==> src/rtl/acl_rxbuf_reader.sv <==
// ---------------------------------------------------------------------------
// acl_rxbuf_reader
//   Read sequencer for the ping-pong RX ACL payload buffer. When the buffer
//   controller reports a filled half, this block reads the half one word at a
//   time from the SRAM and streams each word to the host over valid/ready.
//   After the host takes a word, it sends one consumed pulse back to the buffer
//   controller. The pulse for the last word releases the half. A zero-length
//   half, or a host flush, is released with a single pulse at address 0xFF.
//
// Ports
//   clk_6M, rstz         clock; asynchronous active-low reset
//   regi_aclrxbufempty   1 = no filled half pending
//   rx_lenByte           byte length of the half on the read side
//   bsm_dout             SRAM read data, valid the cycle after bsm_cs
//   host_ready           host accepts host_data this cycle
//   host_flush           one-cycle pulse: drop the rest of the packet
//   bsm_addr, bsm_cs     SRAM read address / read chip select
//   bsm_valid_p          word-consumed pulse to the buffer controller
//   host_valid/data/last/nbytes  host word stream (byte 0 in [7:0])
//   rd_busy              sequencer is not IDLE
//   dbg_state            current FSM state, for observation only
//
// Host handshake: a word transfers on every clock edge where host_valid and
// host_ready are both high. host_valid, host_data, host_last and host_nbytes
// stay stable from the time host_valid rises until that edge.
// ---------------------------------------------------------------------------
module acl_rxbuf_reader #(
  parameter int ADDR_W = 8,
  parameter int LEN_W  = ADDR_W + 2,
  parameter int DATA_W = 32
) (
  input  logic              clk_6M,
  input  logic              rstz,
  input  logic              regi_aclrxbufempty,
  input  logic [LEN_W-1:0]  rx_lenByte,
  input  logic [DATA_W-1:0] bsm_dout,
  input  logic              host_ready,
  input  logic              host_flush,
  output logic [ADDR_W-1:0] bsm_addr,
  output logic              bsm_cs,
  output logic              bsm_valid_p,
  output logic              host_valid,
  output logic [DATA_W-1:0] host_data,
  output logic              host_last,
  output logic [2:0]        host_nbytes,
  output logic              rd_busy,
  output logic [2:0]        dbg_state
);

  typedef enum logic [2:0] {
    S_IDLE = 3'd0,
    S_RD   = 3'd1,
    S_CAP  = 3'd2,
    S_OUT  = 3'd3,
    S_ACK  = 3'd4,
    S_REL  = 3'd5,
    S_DONE = 3'd6
  } state_t;

  state_t              state_q, state_d;
  logic [ADDR_W-1:0]   ptr_q, ptr_d;
  logic [ADDR_W:0]     nwords_q, nwords_d;   // up to 2**ADDR_W words
  logic [LEN_W-1:0]    len_q, len_d;

  logic [ADDR_W-1:0]   bsm_addr_q, bsm_addr_d;
  logic                bsm_cs_q, bsm_cs_d;
  logic                bsm_valid_p_q, bsm_valid_p_d;
  logic                host_valid_q, host_valid_d;
  logic [DATA_W-1:0]   host_data_q, host_data_d;
  logic                host_last_q, host_last_d;
  logic [2:0]          host_nbytes_q, host_nbytes_d;
  logic                rd_busy_q, rd_busy_d;

  logic                last_w;
  logic [2:0]          nbytes_w;

  // Current word is the final one of the packet.
  assign last_w   = ({1'b0, ptr_q} == (nwords_q - 1'b1));
  // A partial final word carries len[1:0] bytes. A multiple of 4 gives a full word.
  assign nbytes_w = !last_w                ? 3'd4 :
                    (len_q[1:0] == 2'b00) ? 3'd4 : {1'b0, len_q[1:0]};

  // Next state
  always_comb begin
    state_d  = state_q;
    ptr_d    = ptr_q;
    nwords_d = nwords_q;
    len_d    = len_q;
    case (state_q)
      S_IDLE: begin
        if (!regi_aclrxbufempty) begin
          // Latch the length now. rx_lenByte changes when the halves swap.
          len_d    = rx_lenByte;
          ptr_d    = '0;
          nwords_d = {1'b0, rx_lenByte[LEN_W-1:2]}
                   + {{ADDR_W{1'b0}}, |rx_lenByte[1:0]};
          state_d  = (rx_lenByte == '0) ? S_REL : S_RD;
        end
      end
      S_RD:   state_d = host_flush ? S_REL : S_CAP;
      S_CAP:  state_d = host_flush ? S_REL : S_OUT;
      S_OUT: begin
        // A flush wins over a simultaneous ready. That word still counts as accepted.
        if (host_flush)      state_d = S_REL;
        else if (host_ready) state_d = S_ACK;
      end
      S_ACK: begin
        if (host_flush) begin
          state_d = S_REL;
        end else if (last_w) begin
          state_d = S_DONE;
        end else begin
          ptr_d   = ptr_q + 1'b1;
          state_d = S_RD;
        end
      end
      S_REL:  state_d = S_DONE;
      // The empty flag updates one edge after the release. Spend this cycle
      // here so a stale "not empty" does not start a second read.
      S_DONE: state_d = S_IDLE;
      default: state_d = S_IDLE;
    endcase
  end

  // Outputs are registered. Each one is decoded from the state being entered,
  // so it lines up with that state.
  always_comb begin
    bsm_cs_d      = (state_d == S_RD);
    bsm_valid_p_d = (state_d == S_ACK) || (state_d == S_REL);
    bsm_addr_d    = bsm_addr_q;
    if (state_d == S_REL)
      bsm_addr_d = {ADDR_W{1'b1}};   // 0xFF satisfies any end address
    else if ((state_d == S_RD) || (state_d == S_CAP) ||
             (state_d == S_OUT) || (state_d == S_ACK))
      bsm_addr_d = ptr_d;
    host_valid_d  = (state_d == S_OUT);
    host_data_d   = (state_q == S_CAP) ? bsm_dout : host_data_q;
    host_last_d   = 1'b0;
    host_nbytes_d = 3'd0;
    if (state_d == S_OUT) begin
      host_last_d   = (state_q == S_CAP) ? last_w   : host_last_q;
      host_nbytes_d = (state_q == S_CAP) ? nbytes_w : host_nbytes_q;
    end
    rd_busy_d     = (state_d != S_IDLE);
  end

  always_ff @(posedge clk_6M or negedge rstz) begin
    if (!rstz) begin
      state_q       <= S_IDLE;
      ptr_q         <= '0;
      nwords_q      <= '0;
      len_q         <= '0;
      bsm_addr_q    <= '0;
      bsm_cs_q      <= 1'b0;
      bsm_valid_p_q <= 1'b0;
      host_valid_q  <= 1'b0;
      host_data_q   <= '0;
      host_last_q   <= 1'b0;
      host_nbytes_q <= 3'd0;
      rd_busy_q     <= 1'b0;
    end else begin
      state_q       <= state_d;
      ptr_q         <= ptr_d;
      nwords_q      <= nwords_d;
      len_q         <= len_d;
      bsm_addr_q    <= bsm_addr_d;
      bsm_cs_q      <= bsm_cs_d;
      bsm_valid_p_q <= bsm_valid_p_d;
      host_valid_q  <= host_valid_d;
      host_data_q   <= host_data_d;
      host_last_q   <= host_last_d;
      host_nbytes_q <= host_nbytes_d;
      rd_busy_q     <= rd_busy_d;
    end
  end

  assign bsm_addr    = bsm_addr_q;
  assign bsm_cs      = bsm_cs_q;
  assign bsm_valid_p = bsm_valid_p_q;
  assign host_valid  = host_valid_q;
  assign host_data   = host_data_q;
  assign host_last   = host_last_q;
  assign host_nbytes = host_nbytes_q;
  assign rd_busy     = rd_busy_q;
  assign dbg_state   = state_q;

endmodule
==> config.mk <==
export PLATFORM = sky130hd
export DESIGN_NAME = acl_rxbuf_reader
export DESIGN_NICKNAME = d
export VERILOG_FILES = /design/src/rtl/acl_rxbuf_reader.sv
export SDC_FILE = /design/constraint.sdc
export NUM_CORES = 1
export LEC_CHECK = 0
export ABC_AREA = 1
export CORE_MARGIN = 2
export CORE_UTILIZATION = 35
export CTS_BUF_LIST = sky130_fd_sc_hd__clkbuf_2 sky130_fd_sc_hd__clkbuf_4 sky130_fd_sc_hd__clkbuf_8
export CTS_CLUSTER_SIZE = 16
export DETAILED_ROUTE_END_ITERATION = 10
export GPL_ROUTABILITY_DRIVEN = 0
export SYNTH_ARGS = -nofsm -noshare
export SYNTH_HDL_FRONTEND = slang
export SYNTH_SLANG_ARGS = --single-unit
==> constraint.sdc <==
create_clock -name clk_6M -period 2.76 [get_ports clk_6M]
set_input_delay 0.276 -clock clk_6M [delete_from_list [all_inputs] [get_ports clk_6M]]
set_output_delay 0.276 -clock clk_6M [all_outputs]
set_load 0.03 [all_outputs]
### Word level (Yosys, flattened, before mapping)

Index checks and enable logic that the tools add are counted.

| word-level totals | value |
|---|---|
| bits of input ports | 47 |
| register bits after elaboration | 70 |

| operators by class | value |
|---|---|
| equal/unequal tests | 12 |
| muxes and demuxes | 21 |
| bitwise gates (word level) | 1 |
| reductions and logical operators | 11 |
| $add $sub $neg | 3 |

Operator list:

| cell | count |
|---|---|
| 8-bit two-way mux | 5 |
| 3-bit two-way mux | 12 |
| 3-bit case mux with 6 select lines | 1 |
| 8-bit case mux with 2 select lines | 1 |
| 3-bit by 2-bit == test with 1-bit output, second input constant | 4 |
| 3-bit == test, second input constant | 4 |
| 10-bit zero test | 1 |
| 8-bit by 1-bit adder with 9-bit output | 1 |
| 8-bit by 9-bit == test with 1-bit output | 1 |
| 9-bit by 1-bit subtractor with 9-bit output, second input constant | 1 |
| 8-bit by 1-bit adder with 8-bit output, second input constant | 1 |
| 3-bit by 1-bit == test with 1-bit output, second input constant | 2 |
| 1-bit logical OR | 4 |
| 3-bit zero test | 1 |
| 3-bit nonzero test | 1 |
| 2-bit zero test | 1 |
| 1-bit two-way mux | 2 |
| 2-bit by 1-bit != test with 1-bit output, second input constant | 1 |
| 2-bit AND reduction | 1 |
| 2-bit nonzero test | 1 |
| 2-bit OR reduction | 1 |
| 1-bit inverter | 1 |

### Logic depth before layout (Yosys ltp)

| logic depth | value |
|---|---|
| depth in word-level cells | 11 |
| mapped depth | 18 |

### Least setup slack after synthesis

No wires, ideal clock.

| timing | value |
|---|---|
| path kind | flip-flop to flip-flop |
| start point | register nwords_q[0] |
| end point | register bsm_addr_q[0] (netlist: bsm_addr[0]) |
| data required time | 2643 ps |
| stages on the path, launching flop included | 16 |
| arrival time | 1863 ps |
| slack | 780 ps |
| library setup time | 117 ps |
| cell sequence | dfrtp_1 -> inv_1 -> ha_1 -> or2_2 -> nand3_1 -> nor2_1 -> nand3_2 -> nor2_4 -> nand2_4 -> nand2_2 -> nand2_2 -> nand2_4 -> nand2_2 -> nand3_4 -> nand2_1 -> nand2_1 |

| between the ends | value |
|---|---|
| cells in the longest elaborated chain, start to end | 10 |

Ends and longest elaborated chain:

| item | RTL line | RTL |
|---|---|---|
| start, declared | 62 | `logic [ADDR_W:0] nwords_q, nwords_d;` |
| start signal, assigned | 164 | `nwords_q <= nwords_d;` |
| 9-bit by 1-bit subtractor with 9-bit output * | 78 | `assign last_w = ({1'b0, ptr_q} == (nwords_q - 1'b1));` |
| 8-bit by 9-bit == test with 1-bit output * | 78 |  |
| 3-bit two-way mux * | 110 | `end else if (last_w) begin` |
| 3-bit two-way mux * | 108 | `if (host_flush) begin` |
| 3-bit case mux with 6 select lines * | 89 | `case (state_q)` |
| net state_d[2] | 60 | `state_t state_q, state_d;` |
| 3-bit by 1-bit == test with 1-bit output or 3-bit by 2-bit == test with 1-bit output (tied branches) | 133 | `else if ((state_d == S_RD) \|\| (state_d == S_CAP) \|\|` |
| 1-bit logical OR (2 in a row) | 133 |  |
| 1-bit logical OR | 134 | `(state_d == S_OUT) \|\| (state_d == S_ACK))` |
| 2-bit nonzero test (no source line) | - |  |
| end signal, assigned | 166 | `bsm_addr_q <= bsm_addr_d;` |
| end, declared | 65 | `logic [ADDR_W-1:0] bsm_addr_q, bsm_addr_d;` |

The timed path passes the listed nets; every way through them passes the cells marked *. The select of a mux whose other input is x is not followed.
A chain may end at the register's enable or synchronous reset.

### Worst setup path in the final report

| timing | value |
|---|---|
| start point | register nwords_q[0] |
| end point | register bsm_addr_q[3] (netlist: bsm_addr[3]) |

The elaborated chain is that of the path after synthesis.

==> results.md <==
* Core area at 9770 µm²
* Yosys warns at 0
* Grt total ovfl at 0
* Crit path max fanout at 8
* Number of distinct library cells after synthesis at 31
* Number of antenna violations at the first check in global routing at 0
* Cell Area, Synth at 3510 µm²
* Post-DP HPWL at 6.64 mm
* Die area at 10,800 µm²
* Cell count after synthesis at 458
* Reg2reg path depth at 13
* TritonCTS clock tree: built
* Layout Area Growth over Synthesis at 38.5%
* Top post-synthesis cells by area: dfrtp_1 50%, nand2_1 22%, nand3_1 4.9%
* Synth Net Count at approximately 510
* Num Clock Sinks at 70
* Crit start category: flip-flop
* Die H at 104 µm
* VDD IR max at 426 µV
* Fraction of layout cells with a size suffix above 1 at 0.0880
* Hold Vio Cnt, Final at 0
* Maximum Capacitance Violations at 0
* Register bit total from synthesis at 70
* Post CTS Setup Buffer Count at 0
* Final min period at 2230 ps
* CTS resizes at 0
* Post-route setup TNS at 0 ps
* Clock Path Buffers at 2
* Slew headroom at 0.403
* Yosys top cell area share at 0.499
* Residual DRC count at 0
* Vias per inst at 4.60
* Clk Latency, worst-skew pair at 350 ps
* Nets at 614
* Largest net degree at the start of global routing at 71
* Final hold slack at 108 ps
* DR vias at between 3,000 and 4,000
* Vias in the first global route at 3,223
* CTS hold repair buffers at 0
* Max-slew violations at 0
* # rows at 36
* Drt pass-1 iters at 5
* RSZ-0062 raised after global routing: no
* Status: finished, final reports clean
* Power Density at ~1100 nW/µm²
* R2R Path Start: nwords_q[0]$_DFFE_PN0P_
* Achievable Freq at 449 MHz
* Worst setup path class: reg -> reg
* IO Pins at a little under 100
* Final Cycle Share at 0.808
* Post-synth EDFFs at 0
* Final WL at ~9.0 mm
* Required time of the critical path at 3000 ps
* Initial DRC Count at 164
* Reg2Reg Setup Slack at 530 ps
* Biggest area consumer among synthesized cells: dfrtp_1
* Clk slew on worst S/H paths at 80 ps
* Avg Synthesized Cell Area at 7.66 µm²
* Root Driver: clkbuf_8
* Setup Viol. Count Final at 0
* Final Core Density at 0.497
* First-pass GRT wire length at about 16 mm
* Crit path buffers/inverters at 2
* I/O Buffers at 97
* Antenna diode count at 0
* Worst Tran Pin Value at ~900 ps
* Critical path arrival at about 2500 ps
* Largest stage delay, worst path at 380 ps
* Post-route ant nets at 0
* H-tree Lvls at 3
* CP Cell Sequence: inv_1, ha_1, nand3_1, nor2_1, xor2_1, nor2_2, nand4_1, nand2_2, inv_2, nand2_2, nand3_4, nand2_1, nand2_1
* Clock Skews at approximately 13 ps
* Total CTS buffers at 9
* Nature of the critical path endpoint: flip-flop
* Async set-reset flop share out of synthesis at 1.00
* R2R Path End: bsm_addr[3]$_DFFE_PN0P_
* LEAKAGE at about 2.5 nW
* Main synth FF type: dfrtp_1
* Slowest CP cell: dfrtp_1
* Register area share after synthesis at 0.499
* Total GRT Usage at 0.179
* Die width at 104 µm
* Worst Hold Class: in -> async
* Starting Density at 0.359
* Wire length per cell at 12.8 µm
* Delay-heaviest family, CP: simple AND/OR/NAND/NOR gates
[layer usage]
metal | track usage | vias up | wire, µm
met5 | 0 | - | 0
met4 | 0.0647 | 0 | 100
met3 | 0.0320 | 7 | 374
met2 | 0.296 | 75 | 4260
met1 | 0.237 | 1506 | 4260
li1 | - | 1634 | -
[worst reg2reg max path, cell delays in order, from the launching register on]
cell and delay [ps]:
dfrtp_1 380, inv_1 150, ha_1 280, nand3_1 100, nor2_1 140, xor2_1 100, nor2_2 230, nand4_1 180
nand2_2 140, inv_2 70, nand2_2 80, nand3_4 130, nand2_1 110, nand2_1 50
[worst max path at each step]
stage / cells after the start / from / endpoint / slack [ps]
after global routing: 14 / nwords_q[0]$_DFFE_PN0P_ / bsm_addr[5]$_DFFE_PN0P_ / 240
after global placement: 11 / host_flush / bsm_addr[0]$_DFFE_PN0P_ / 390
after detailed placement: 11 / host_flush / bsm_addr[3]$_DFFE_PN0P_ / 350
after floorplan: 15 / nwords_q[0]$_DFFE_PN0P_ / bsm_addr[0]$_DFFE_PN0P_ / 780
final: 13 / nwords_q[0]$_DFFE_PN0P_ / bsm_addr[3]$_DFFE_PN0P_ / 530
after CTS: 14 / nwords_q[0]$_DFFE_PN0P_ / bsm_addr[0]$_DFFE_PN0P_ / 510
[cell families after synthesis]
group	after synthesis	share of synthesized area
simple gates	295	0.367
flops	70	0.499
buf+inv	57	0.0613
compound gates	26	0.0432
xor+xnor	6	0.0150
fa+ha+maj	4	0.0143
[placed cells by master, fill, tap and decap left out, types with 5 or more instances in the layout]
master             n
clkdlybuf4s50_1   96
buf_4              6
o21ai_0           14
nand2_2            9
dfrtp_1           70
clkbuf_8          10
nand4_1            5
nand2_1          203
nand3_1           34
nor2_1            22
inv_1             45
[power breakdown]
group          internal [mW]  switching, mW  total (mW)
Clock                  0.449          0.418       0.866
Combinational           1.10           1.88        2.98
Sequential              1.44          0.278        1.72
Total                   2.99           2.58        5.57
[Yosys cell counts, types with 4 or more instances]
library cell	n
nand2_2	9
a21oi_1	4
nand2_1	203
nand4_1	5
ha_1	4
o21ai_0	14
clkbuf_1	8
nand3_1	34
nor3_1	4
dfrtp_1	70
inv_1	45
nor2_1	23
[state kept, by name, indices dropped and copies added, names as in the netlist, 2 cells and up]
register / cells
dbg_state: 3
bsm_addr: 8
host_data: 32
ptr_q: 8
nwords_q: 9
len_q: 2
host_nbytes: 3
[metrics by stage]
stage | worst slack, ps | cells | cell area [µm²] | total power [mW]
6_report | 531 | 701 | 4860 | 5.57
5_1_grt | 243 | 701 | 4860 | 6.04
4_1_cts | 511 | 701 | 4860 | 5.63
3_5_place_dp | 355 | 685 | 4650 | 4.75
3_3_place_gp | 389 | 685 | 4650 | 4.71
2_1_floorplan | 780 | 458 | 3510 | 3.64
[final cells by class]
type                       count  area [µm²]
clock buffer                  10         138
clock inverter                 6        68.8
fill                         936        4910
inverter                      48         180
multi-input combinational    331        1540
sequential                    70        1750
tap                          133         166
timing repair buffer         103        1010
Note: power is estimated with default switching activity, not from simulation.
